<file path="src/rtl/axis_rx_fifo.sv">
// AXI-Stream slave receiver that buffers beats in a first-word-fall-through FIFO
// and exposes them on a pop interface. It also keeps beat and packet statistics
// and a sticky flag for packets longer than MAX_PKT_BEATS.
module axis_rx_fifo #(
  parameter int unsigned DATA_W        = 64,
  parameter int unsigned DEPTH         = 16,
  parameter int unsigned MAX_PKT_BEATS = 256,
  parameter int unsigned CNT_W         = 32
) (
  input  logic                     aclk,
  input  logic                     areset,
  input  logic                     s_tvalid,
  output logic                     s_tready,
  input  logic                     s_tlast,
  input  logic [DATA_W-1:0]        s_tdata,
  input  logic                     rd_en,
  output logic                     rd_valid,
  output logic [DATA_W-1:0]        rd_data,
  output logic                     rd_last,
  output logic [$clog2(DEPTH):0]   level,
  output logic [CNT_W-1:0]         pkt_count,
  output logic [CNT_W-1:0]         beat_count,
  output logic                     err_oversize,
  input  logic                     clr_stats
);

  localparam int unsigned AW    = $clog2(DEPTH);
  localparam int unsigned PW    = AW + 1;
  // Holds 0..MAX_PKT_BEATS+1; the top value marks "already past the limit".
  localparam int unsigned PKT_W = $clog2(MAX_PKT_BEATS + 2);

  logic [DATA_W:0]    r_mem [DEPTH];
  logic [PW-1:0]      r_wr_ptr;
  logic [PW-1:0]      r_rd_ptr;
  logic [CNT_W-1:0]   r_pkt_count;
  logic [CNT_W-1:0]   r_beat_count;
  logic               r_err_oversize;
  logic [PKT_W-1:0]   r_pkt_beats;

  logic [PW-1:0]      w_level;
  logic               w_empty;
  logic               w_full;
  logic               w_accept;
  logic               w_pop;
  logic               w_oversize;
  logic [DATA_W:0]    w_head;

  // Occupancy and flags from the extra-MSB pointer pair.
  assign w_level  = r_wr_ptr - r_rd_ptr;
  assign w_empty  = (r_wr_ptr == r_rd_ptr);
  assign w_full   = (r_wr_ptr == {~r_rd_ptr[PW-1], r_rd_ptr[AW-1:0]});

  // Ready depends only on registered state and reset, never on tvalid.
  assign s_tready = !areset && !w_full;
  assign w_accept = s_tvalid && s_tready;
  assign w_pop    = rd_en && !w_empty;

  // The (MAX_PKT_BEATS+1)-th beat of a packet trips the oversize flag.
  assign w_oversize = w_accept && (r_pkt_beats == PKT_W'(MAX_PKT_BEATS));

  // FWFT head presentation straight from storage.
  assign w_head   = r_mem[r_rd_ptr[AW-1:0]];
  assign rd_valid = !w_empty;
  assign rd_data  = w_head[DATA_W-1:0];
  assign rd_last  = w_head[DATA_W];
  assign level    = w_level;

  assign pkt_count    = r_pkt_count;
  assign beat_count   = r_beat_count;
  assign err_oversize = r_err_oversize;

  // Storage write; contents need no reset since pointers define validity.
  always_ff @(posedge aclk) begin
    if (w_accept) begin
      r_mem[r_wr_ptr[AW-1:0]] <= {s_tlast, s_tdata};
    end
  end

  // Write and read pointer advance.
  always_ff @(posedge aclk) begin
    if (areset) begin
      r_wr_ptr <= '0;
      r_rd_ptr <= '0;
    end else begin
      if (w_accept) begin
        r_wr_ptr <= r_wr_ptr + PW'(1);
      end
      if (w_pop) begin
        r_rd_ptr <= r_rd_ptr + PW'(1);
      end
    end
  end

  // Saturating statistics and sticky oversize flag; clear wins over updates.
  always_ff @(posedge aclk) begin
    if (areset) begin
      r_pkt_count    <= '0;
      r_beat_count   <= '0;
      r_err_oversize <= 1'b0;
    end else if (clr_stats) begin
      r_pkt_count    <= '0;
      r_beat_count   <= '0;
      r_err_oversize <= 1'b0;
    end else begin
      if (w_accept && (r_beat_count != '1)) begin
        r_beat_count <= r_beat_count + CNT_W'(1);
      end
      if (w_accept && s_tlast && (r_pkt_count != '1)) begin
        r_pkt_count <= r_pkt_count + CNT_W'(1);
      end
      if (w_oversize) begin
        r_err_oversize <= 1'b1;
      end
    end
  end

  // Beats accepted so far in the current packet, parked once past the limit.
  always_ff @(posedge aclk) begin
    if (areset) begin
      r_pkt_beats <= '0;
    end else if (w_accept) begin
      if (s_tlast) begin
        r_pkt_beats <= '0;
      end else if (r_pkt_beats != PKT_W'(MAX_PKT_BEATS + 1)) begin
        r_pkt_beats <= r_pkt_beats + PKT_W'(1);
      end
    end
  end

endmodule

</file>
<file path="config.mk">
export PLATFORM = sky130hd
export DESIGN_NAME = axis_rx_fifo
export DESIGN_NICKNAME = d
export VERILOG_FILES = /design/src/rtl/axis_rx_fifo.sv
export SDC_FILE = /design/constraint.sdc
export NUM_CORES = 1
export LEC_CHECK = 0
export CORE_AREA = 4 4 282 284
export DETAILED_ROUTE_END_ITERATION = 7
export DIE_AREA = 0 0 286 288
export GPL_ROUTABILITY_DRIVEN = 0
export PLACE_DENSITY_LB_ADDON = 0.25
export SLEW_MARGIN = 25
export SYNTH_ARGS = -nofsm -noshare
export SYNTH_HDL_FRONTEND = slang
export SYNTH_SLANG_ARGS = --single-unit
</file>
<file path="constraint.sdc">
create_clock -name aclk -period 18.95 [get_ports aclk]
set_clock_uncertainty 0.2 [all_clocks]
set_input_delay 1.895 -clock aclk [delete_from_list [all_inputs] [get_ports aclk]]
set_output_delay 1.895 -clock aclk [all_outputs]
set_load 0.01 [all_outputs]
</file>
# == Yosys cells after proc, flatten, opt, wreduce, memory -nomap -nowiden ==
# Memory sizes are Yosys's and may differ from the RTL's. A register that Yosys moved wholly into a read port is not among the register bits.
# Cells that the tools add are included.
# classes
add_sub_neg,6
eq_ne,6
mux,6
n_bitwise,1
reduce_logical,13
# ops
operator,count
adder 32 x 1 -> 32 bit (second input constant),2
inequality test 32 bit (second input constant),2
2-to-1 mux 9 bit,2
adder 5 x 1 -> 5 bit (second input constant),2
equality test 5 bit,2
adder 9 x 1 -> 9 bit (second input constant),1
equality test 9 bit (second input constant),1
inequality test 9 bit (second input constant),1
2-to-1 mux 4 bit,2
logical AND 1 bit,7
subtractor 5 bit,1
logical NOT 1 bit,3
2-to-1 mux 1 bit,2
AND reduction 2 bit,1
nonzero test 2 bit,1
OR reduction 2 bit,1
NOT 1 bit,1
# totals
reg_bits,84
ram_bits,1040
out_inout_bits,137
elab_cells,39
n_memories,1
# mem_list
name,depth,word_bits,rd,rd_clocked_by_memory_dff,wr,line,source
r_mem,16,65,1,1,1,32,logic [DATA_W:0] r_mem [DEPTH];

# == Longest topological paths before layout ==
# Gate-level depths: netlist (run 1).
# logic_depth
depth_word,7
depth_mapped,8
depth_no_buf,7

# == Worst setup path after synthesis (run 1) ==
# Ideal clock, no wire load.
# synth_path
path_kind,input -> register
from,in areset
to,"mem r_mem[3][0] (netlist name), enable pin"
arrival_ns,7.113
required_ns,18.182
path_slack_ns,11.068
path_stages,6
path_buffers,2
cell_sequence,clkbuf_1 -> nor2b_1 -> o21a_1 -> buf_2 -> nand2_1 -> nor3_1
# synth_between
elab_chain_len,5
# synth_lines
element,line,source
from (decl),11,"input logic areset,"
logical NOT 1 bit,54,assign s_tready = !areset && !w_full;
logical AND 1 bit,54,
logical AND 1 bit,55,assign w_accept = s_tvalid && s_tready;
2-to-1 mux 1 bit,74,if (w_accept) begin
2-to-1 mux 1 bit (implied by the code),75,"r_mem[r_wr_ptr[AW-1:0]] <= {s_tlast, s_tdata};"
to (decl),32,
# No other way between the ends.

==> results of run 1 <==
==> cell usage after synthesis (2+ instances only) <==
| master | number |
|---|---|
| edfxtp_1 | 1040 |
| mux4_2 | 325 |
| dfxtp_1 | 88 |
| a21oi_1 | 56 |
| clkbuf_1 | 55 |
| nor2_1 | 49 |
| nand2_1 | 47 |
| buf_2 | 31 |
| o21ai_0 | 29 |
| or3_1 | 28 |
| nand3_1 | 22 |
| or4_1 | 21 |
| nand4_1 | 20 |
| xnor2_1 | 18 |
| inv_1 | 17 |
| o31ai_1 | 17 |
| ha_1 | 14 |
| and4_1 | 11 |
| buf_1 | 11 |
| and3_1 | 8 |
| nor4_1 | 8 |
| and2_1 | 7 |
| nor3_1 | 7 |
| xor2_1 | 7 |
| a31oi_1 | 6 |
| o21ai_1 | 5 |
| a211oi_1 | 4 |
| or4b_2 | 4 |
| a31o_2 | 3 |
| mux2i_1 | 3 |
| o211ai_1 | 3 |
| or2_2 | 3 |
| a21o_1 | 2 |
| buf_4 | 2 |
| nand2b_1 | 2 |
| o2111ai_1 | 2 |
| o21a_1 | 2 |
==> per-layer routing <==
layer	vias up	wire length [µm]	track usage (%)
li1	9006	-	-
met1	11376	37400	32.7
met2	809	49100	39.2
met3	118	6510	4.07
met4	6	1820	6.06
met5	-	47	0
==> tightest hold or removal path, delay by kind of cell, from the launching register on <==
| family | cells | cell delay (ns) |
|---|---|---|
| DFF | 1 | 0.33 |
| AOI/OAI and AO/OA | 1 | 0.05 |
| and+or+nand+nor | 1 | 0.07 |
==> state kept, by name, summed over array words and instances (netlist names), named ones only <==
| register | cells |
|---|---|
| beat_count | 32 |
| err_oversize | 1 |
| pkt_count | 32 |
| r_mem | 1040 |
| r_pkt_beats | 9 |
| r_rd_ptr | 5 |
| r_wr_ptr | 5 |
==> worst paths after layout <==
| check | cells after the start | slack, ns | to | from |
|---|---|---|---|---|
| worst max register to register | 6 | 14.68 | r_mem[7][37] | r_wr_ptr[2] |
| worst min register to register | 2 | 0.28 | err_oversize | err_oversize |
| worst min-delay path | 2 | 0.28 | err_oversize | err_oversize |
| worst max-delay path | 5 | 12.18 | rd_data[43] | flip-flop |
==> final cells by class <==
type | count | area, µm²
flip-flops and latches | 1128 | 33000
diodes | 8 | 20.0
clock inverters | 71 | 718
clock buffers | 134 | 2890
multi-input cells | 755 | 10100
well taps | 1040 | 1300
inverters | 17 | 63.8
fillers | 5002 | 26500
repair buffers | 246 | 2420
==> metrics by stage <==
stage | power, mW | setup WS (ns) | instance area, µm² | utilization (%)
after CTS | 5.52 | 11.78 | 50500 | 65.5
final | 5.47 | 12.18 | 50600 | 65.6
after detailed placement | 3.37 | 12.50 | 46900 | 60.8
after global placement | 3.36 | 12.54 | 46900 | 60.8
after floorplan | 3.18 | 11.07 | 43500 | -
after global routing | 5.67 | 12.02 | 50500 | 65.6
==> cells by family after synthesis <==
group	after synthesis
xor+xnor	26
flops	1128
fa+ha+maj	15
mux	328
simple gates	251
compound gates	135
buf+inv	116
==> power groups by stage <==
stage | clock (mW) | combinational, mW | sequential, mW
3_3_place_gp | 0 | 0.553 | 2.81
4_1_cts | 2.19 | 0.565 | 2.76
3_5_place_dp | 0 | 0.561 | 2.81
5_1_grt | 2.31 | 0.599 | 2.76
6_report | 2.16 | 0.558 | 2.75
2_1_floorplan | 0 | 0.383 | 2.79
==> metrics.csv, run 1 <==
stage;metric;value;unit
synthesis;Compound-Gate Fraction of Synth Area;1.83;%
status;outcome;complete, no violations;
synthesis;ys flop type;edfxtp_1;
timing;Setup Viol. Count Final;0;
die;die area;82400;µm²
drt;# DRC;0;
critical_path;CP Cell Sequence;buf_4 -> buf_6 -> mux4_2 -> mux4_2 -> clkdlybuf4s50_1;
timing;Hold Vio Cnt, Final;0;
cells_and_area;nets@finish;2341;
clock_network;# hold bufs at CTS;0;
critical_path;Worst path slowest cell;dfxtp_4;
clock_network;clk slew on worst S/H paths;0.06;ns
synthesis;count of different cell masters after synthesis;59;
pwr;Worst VDD drop;75.3;µV
clock_network;H-tree Lvls;3;
pwr;Leakage;15.2;nW
timing;Max Freq;148;MHz
synthesis;Yosys top cell area share;71.8;%
synthesis;Post-Synth Simple-Gate Area;3.30;%
cells_and_area;share of layout cells above drive strength 1;24.5;%
die;number of I/O pins;207;
placement;hpwl dp;48.7;mm
synthesis;syn nets;2084;
clock_network;cts repair resizes;0;
timing;setup_tns;0;ns
cells_and_area;Synth-to-Final Area Change;16.2;%
critical_path;crit path launch type;flip-flop;
critical_path;Critical Path RT;16.85;ns
drt;Pre-antenna DRT Iters;5;
synthesis;adder-cell share of the synthesized area;0.449;%
drt;routed wire length;94.9;mm
timing;min cycle time layout;6.77;ns
synthesis;largest family of logic cells by synthesized area;multiplexers;
grt;largest net degree at the start of global routing;120;
clock_network;CTS Sinks;1128;
grt;global route overflow;0;
placement;dpl cells;3184;
synthesis;post-synth top area cell;edfxtp_1;
job;Max-Cap Viols;0;
pwr;Reg power frac;50.4;%
timing;Worst-Margin Slew;1.06;ns
synthesis;number of synthesized flops with an enable pin;1040;
timing;unrepaired setup endpoints after global routing;no;
critical_path;sum of buffers and inverters on the critical path;3;
die;CORE AREA;77100;µm²
timing;final period utilization;35.7;%
cells_and_area;final std cells w/o fill;3399;
pwr;sw power;1.16;mW
clock_network;CTS tree;yes;
die;Rows;102;
critical_path;Crit Path Category;reg -> out;
hold_path;HP Class;reg -> reg;
pwr;P_int;4.31;mW
cells_and_area;commonest non-fill, non-tap cell in the layout;edfxtp_1;
placement;port bufs;206;
drt;number of vias per cell;6.27;
timing;Slew Limit Headroom;29.1;%
synthesis;asr flop ratio synth;0;%
grt;Overall Global Routing Usage;23.4;%
critical_path;Critical Path Most Common Cell;mux4_2;
critical_path;crit-path max cell delay;0.87;ns
synthesis;xor and xnor area share after synthesis;0.567;%
grt;first-pass GRT wire length;143;mm
critical_path;Crit. End Element;output port;
die;die width;286;µm
synthesis;synthesized area;43500;µm²
clock_network;clock buffer count from CTS;108;
die;Die H;288;µm
critical_path;Worst EP arrival;4.68;ns
synthesis;Seq cells post-synth;1128;
pwr;Clk pwr share;39.4;%
clock_network;Root Buffer;clkbuf_16;
clock_network;maximum clock insertion buffer count;3;
timing;worst hold slack;0.275;ns
drt;DRC marker count from the first detailed-route iteration;2005;
critical_path;cell family with most CP delay;buffers and inverters;
grt;initial antenna violation count;10;
synthesis;ranking of synthesized cells by area;edfxtp_1 (72%), mux4_2 (17%), dfxtp_1 (4.1%);
drt;remaining antenna violation count after routing;0;
pwr;Comb pwr share;10.2;%
grt;vias in the first global route;22009;
die;Starting Density;56.4;%
timing;final slew viol count;0;
clock_network;Post-CTS Setup Inserts;0;
synthesis;Seq/Total Area, Yosys;75.8;%
pwr;Pwr Density;108;nW/µm²
synthesis;post-synthesis cell count;1999;
synthesis;mux share of post-synthesis cell area;16.9;%
cells_and_area;commonest cells after routing, fill and taps aside;edfxtp_1 (1040), mux4_2 (325), clkdlybuf4s50_1 (205);
critical_path;crit-path max FO;78;
drt;Vias;21315;
synthesis;Yosys warnings;0;
drt;wire per inst;27.9;µm
clock_network;Skew-Pair Late Insertion Delay;0.66;ns
synthesis;syn avg cell area;21.8;µm²
pwr;switch share;21.2;%
No activity file was read; power rests on OpenSTA's default activity.
==> run 2: changes to the inputs <==
==> constraint.sdc (replaced) <==
create_clock -name aclk -period 6.5 [get_ports aclk]
set_clock_uncertainty 0.2 [all_clocks]
set_input_delay 0.65 -clock aclk [delete_from_list [all_inputs] [get_ports aclk]]
set_output_delay 0.65 -clock aclk [all_outputs]
set_load 0.01 [all_outputs]
==> run 2 against run 1 <==
Effect of this change:
- wire length shrank 1.1%
- critical path depth down 1
- register-to-register slack lost 12 ns
- power increased to 2.9 times the previous value
- largest cell class unchanged
==> metrics.csv, run 2 (synthesis results as in run 1) <==
stage;metric;value;unit
status;outcome;complete, no violations;
hold_path;HP Class;reg -> reg;
clock_network;H-tree Lvls;3;
timing;worst hold slack;0.289;ns
grt;global route overflow;0;
die;Die H;288;µm
clock_network;clock buffer count from CTS;111;
pwr;switch share;21.1;%
pwr;sw power;3.37;mW
critical_path;CP Cell Sequence;buf_4 -> mux4_2 -> mux4_2 -> clkdlybuf4s50_1;
drt;remaining antenna violation count after routing;0;
grt;largest net degree at the start of global routing;118;
timing;setup_tns;0;ns
pwr;Comb pwr share;10.3;%
drt;DRC marker count from the first detailed-route iteration;2233;
die;CORE AREA;77100;µm²
critical_path;Crit. End Element;output port;
placement;dpl cells;3192;
pwr;Worst VDD drop;216;µV
timing;final period utilization;72.0;%
job;Max-Cap Viols;0;
clock_network;maximum clock insertion buffer count;3;
critical_path;Crit Path Category;reg -> out;
cells_and_area;FILL cells;4986;
die;Starting Density;56.4;%
timing;min cycle time layout;4.68;ns
clock_network;Skew-Pair Late Insertion Delay;0.65;ns
critical_path;Worst path slowest cell;dfxtp_4;
timing;Hold Vio Cnt, Final;0;
critical_path;crit-path max FO;43;
placement;worst slack at placement;2.29;ns
grt;initial antenna violation count;5;
timing;Worst-Margin Slew;1.03;ns
cells_and_area;max FFs per register;1040;
pwr;P_int;12.6;mW
timing;Max Freq;214;MHz
clock_network;Post-CTS Setup Inserts;0;
cells_and_area;Synth-to-Final Area Change;16.7;%
cells_and_area;nets@finish;2350;
drt;wire per inst;27.6;µm
pwr;Clk pwr share;39.3;%
drt;# DRC;0;
drt;Pre-antenna DRT Iters;6;
die;number of I/O pins;207;
die;die width;286;µm
pwr;Leakage;15.2;nW
die;die area;82400;µm²
timing;final slew viol count;0;
clock_network;cts repair resizes;0;
clock_network;Root Buffer;clkbuf_16;
placement;hpwl dp;49.0;mm
cells_and_area;cell area after layout;50800;µm²
cells_and_area;final std cells w/o fill;3402;
drt;routed wire length;93.9;mm
placement;port bufs;206;
critical_path;crit-path max cell delay;0.95;ns
pwr;total power;15.9;mW
cells_and_area;commonest cells after routing, fill and taps aside;edfxtp_1 (1040), mux4_2 (325), clkdlybuf4s50_1 (206);
drt;number of vias per cell;6.27;
cells_and_area;share of layout cells above drive strength 1;24.2;%
timing;Slew Limit Headroom;31.3;%
pwr;Pwr Density;314;nW/µm²
clock_network;CTS Sinks;1128;
pwr;Reg power frac;50.4;%
critical_path;Critical Path Most Common Cell;mux4_2;
timing;Setup Viol. Count Final;0;
critical_path;Critical Path RT;5.65;ns
critical_path;Worst EP arrival;3.83;ns
die;Rows;102;
drt;Vias;21335;
timing;setup ws final;1.82;ns
critical_path;crit path launch type;flip-flop;
grt;vias in the first global route;22089;
cells_and_area;commonest non-fill, non-tap cell in the layout;edfxtp_1;
cells_and_area;Layout Utilization;65.8;%
timing;unrepaired setup endpoints after global routing;no;
grt;first-pass GRT wire length;141;mm
grt;Overall Global Routing Usage;23.1;%
clock_network;# hold bufs at CTS;0;
placement;dpl cell area;47100;µm²
clock_network;clk slew on worst S/H paths;0.06;ns
clock_network;CTS tree;yes;
run 2: changes by cell type in the layout (fill, tap and decap cells not counted), sizes merged:
cell / change
clkinv: +17
clkinvlp: -8
clkbuf: -5
inv: -2
diode: -4
bufinv: -1
clkdlybuf4s50: +1
buf: +5
run 2: cell type report:
| class | instances | area [µm²] | area share, % |
|---|---|---|---|
| multi-input cells | 755 | 10200 | 20.0 |
| well taps | 1040 | 1300 | 2.56 |
| inverters | 17 | 63.8 | 0.126 |
| repair buffers | 252 | 2590 | 5.10 |
| diodes | 4 | 10.0 | 0.0197 |
| clock inverters | 77 | 678 | 1.34 |
| flip-flops and latches | 1128 | 33000 | 65.0 |
| clock buffers | 129 | 2930 | 5.77 |
run 2: worst paths after layout:
check / start / endpoint / slack (ns) / cells after the start
worst max register to register: r_wr_ptr[2] / r_mem[3][38] / 2.46 / 6
worst min register to register: err_oversize / err_oversize / 0.29 / 2
worst min-delay path: err_oversize / err_oversize / 0.29 / 2
worst max-delay path: flip-flop / rd_data[2] / 1.82 / 4
run 2: power groups by stage:
stage | Sequential (mW) | Combinational [mW] | Clock [mW]
final | 8.04 | 1.63 | 6.27
after global routing | 8.05 | 1.75 | 6.71
after CTS | 8.04 | 1.67 | 6.37
after detailed placement | 8.19 | 1.66 | 0
after global placement | 8.19 | 1.64 | 0
after floorplan | 8.14 | 1.12 | 0
run 2: critical path: cells and delay by family (launching register included):
family | cells | cell delay, ns
muxes | 2 | 1.11
DFF | 1 | 0.95
buffers and inverters | 2 | 1.08
run 2: layer usage:
metal,part of all wire (%),wire (µm),GRT usage (%)
met4,1.3,1270,4.66
met1,39,37000,32.2
met2,52,48500,39.0
met3,7.4,6950,4.60
met5,0.17,159,1.25
==> run 3: changes to the inputs <==
--- a/config.mk
+++ b/config.mk
@@ -5,9 +5,9 @@
 export SDC_FILE = /design/constraint.sdc
 export NUM_CORES = 1
 export LEC_CHECK = 0
-export CORE_AREA = 4 4 282 284
+export CORE_AREA = 4 4 289 291
 export DETAILED_ROUTE_END_ITERATION = 7
-export DIE_AREA = 0 0 286 288
+export DIE_AREA = 0 0 293 295
 export GPL_ROUTABILITY_DRIVEN = 0
 export PLACE_DENSITY_LB_ADDON = 0.25
 export SLEW_MARGIN = 25
==> constraint.sdc (replaced) <==
create_clock -name aclk -period 4 [get_ports aclk]
set_clock_uncertainty 0.2 [all_clocks]
set_input_delay 0.4 -clock aclk [delete_from_list [all_inputs] [get_ports aclk]]
set_output_delay 0.4 -clock aclk [all_outputs]
set_load 0.01 [all_outputs]
==> run 3 against run 2 <==
Effect of this change:
- non-clock buffer count is 29 higher
- combinational power is 74% higher
- clock power is 63% higher
- utilization is 2.1 points lower
- design area is 1.2% higher
- power is 63% higher
- critical path depth is 1 higher
- largest cell class unchanged
- clock-buffer cell count is 20 higher
- wire length is 1.3% higher
- first-iteration DRC count is 16% lower
- critical path type unchanged
- cell count is 1.7% higher
==> metrics.csv, run 3 (synthesis results as in run 1) <==
stage;metric;value;unit
status;outcome;complete, no violations;
clock_network;Root Buffer;clkbuf_16;
critical_path;Crit. End Element;output port;
timing;Worst-Margin Slew;0.731;ns
timing;final slew viol count;0;
critical_path;Crit Path Category;reg -> out;
die;Starting Density;54.0;%
die;Die H;295;µm
drt;# DRC;0;
clock_network;H-tree Lvls;3;
timing;Slew Limit Headroom;51.1;%
pwr;Worst VDD drop;380;µV
timing;unrepaired setup endpoints after global routing;no;
critical_path;crit path launch type;flip-flop;
timing;setup ws final;0.200;ns
timing;Setup Viol. Count Final;0;
clock_network;cts repair resizes;0;
clock_network;CTS Sinks;1128;
timing;final period utilization;95.0;%
grt;vias in the first global route;22355;
die;Rows;104;
grt;initial antenna violation count;4;
drt;remaining antenna violation count after routing;0;
die;number of I/O pins;207;
pwr;Leakage;15.5;nW
cells_and_area;commonest non-fill, non-tap cell in the layout;edfxtp_1;
grt;first-pass GRT wire length;143;mm
drt;number of vias per cell;6.17;
cells_and_area;commonest cells after routing, fill and taps aside;edfxtp_1 (1040), mux4_2 (325), clkdlybuf4s50_1 (206);
drt;Pre-antenna DRT Iters;5;
hold_path;HP Class;reg -> reg;
clock_network;CTS tree;yes;
drt;wire per inst;27.5;µm
timing;Hold Vio Cnt, Final;0;
clock_network;maximum clock insertion buffer count;3;
pwr;Pwr Density;506;nW/µm²
placement;dpl cell area;47700;µm²
timing;min cycle time layout;3.80;ns
pwr;total power;26.0;mW
job;Max-Cap Viols;0;
timing;setup_tns;0;ns
cells_and_area;Layout Utilization;63.8;%
clock_network;clock buffer count from CTS;114;
die;die width;293;µm
cells_and_area;FILL cells;5309;
critical_path;Worst EP arrival;3.20;ns
cells_and_area;share of layout cells above drive strength 1;25.0;%
clock_network;clk slew on worst S/H paths;0.06;ns
grt;global route overflow;0;
die;die area;86400;µm²
grt;Overall Global Routing Usage;22.2;%
cells_and_area;cell area after layout;51400;µm²
critical_path;Critical Path RT;3.40;ns
grt;largest net degree at the start of global routing;97;
cells_and_area;Synth-to-Final Area Change;18.1;%
placement;worst slack at placement;0.788;ns
critical_path;crit-path max FO;17;
cells_and_area;nets@finish;2382;
cells_and_area;max FFs per register;1040;
drt;Vias;21330;
clock_network;# hold bufs at CTS;0;
clock_network;Skew-Pair Late Insertion Delay;0.67;ns
drt;routed wire length;95.1;mm
placement;hpwl dp;50.9;mm
drt;DRC marker count from the first detailed-route iteration;1866;
clock_network;Post-CTS Setup Inserts;0;
placement;port bufs;206;
timing;Max Freq;263;MHz
die;CORE AREA;80500;µm²
-- run 3: cell types whose count changed in the layout (fill, tap and decap cells not counted), sizes merged --
| cell | before | now |
|---|---|---|
| buf | 46 | 75 |
| clkbuf | 129 | 149 |
| clkinv | 60 | 52 |
| inv | 17 | 22 |
| bufinv | 12 | 8 |
| clkinvlp | 5 | 1 |
| diode | 4 | 3 |
-- run 3: layout make-up --
type | instances | area (µm²) | area share (%)
well taps | 1060 | 1330 | 2.58
flip-flops and latches | 1128 | 33000 | 64.3
inverters | 17 | 63.8 | 0.124
multi-input cells | 755 | 10200 | 19.8
clock buffers | 149 | 3040 | 5.91
diodes | 3 | 7.51 | 0.0146
clock inverters | 66 | 572 | 1.11
repair buffers | 281 | 3190 | 6.21
-- run 3: worst max-delay path: stages, from the launching register on --
cell and delay [ns]:
dfxtp_4 0.55, buf_12 0.24, buf_4 0.18, mux4_2 0.52
mux4_2 0.55, clkdlybuf4s50_1 0.51
-- run 3: metal layers --
metal  vias to the layer above  global-route usage [%]  wire, µm
li1                       9101                       -         -
met1                     11390                    30.9     38300
met2                       712                    38.0     49700
met3                       123                    3.34      5460
met4                         4                    5.02      1520
met5                         -                       0        24
-- run 3: worst paths after layout --
check	start	to	slack [ns]	cells past startpoint
worst max-delay path	flip-flop	rd_data[8]	0.20	5
worst max register to register	r_wr_ptr[0]	r_mem[2][37]	0.93	7
worst min register to register	err_oversize	err_oversize	0.28	2
worst min-delay path	err_oversize	err_oversize	0.28	2
-- run 3: stage by stage --
step	hold WS, ns	std cells
floorplan	0.257	1999
global placement	0.270	3241
detailed placement	0.276	3241
CTS	0.268	3456
global route	0.306	3456
finish	0.278	3459
-- run 3: power breakdown --
group          switching [mW]  internal, mW
clock                    4.29          5.87
sequential             0.0537          13.0
combinational            1.24          1.59
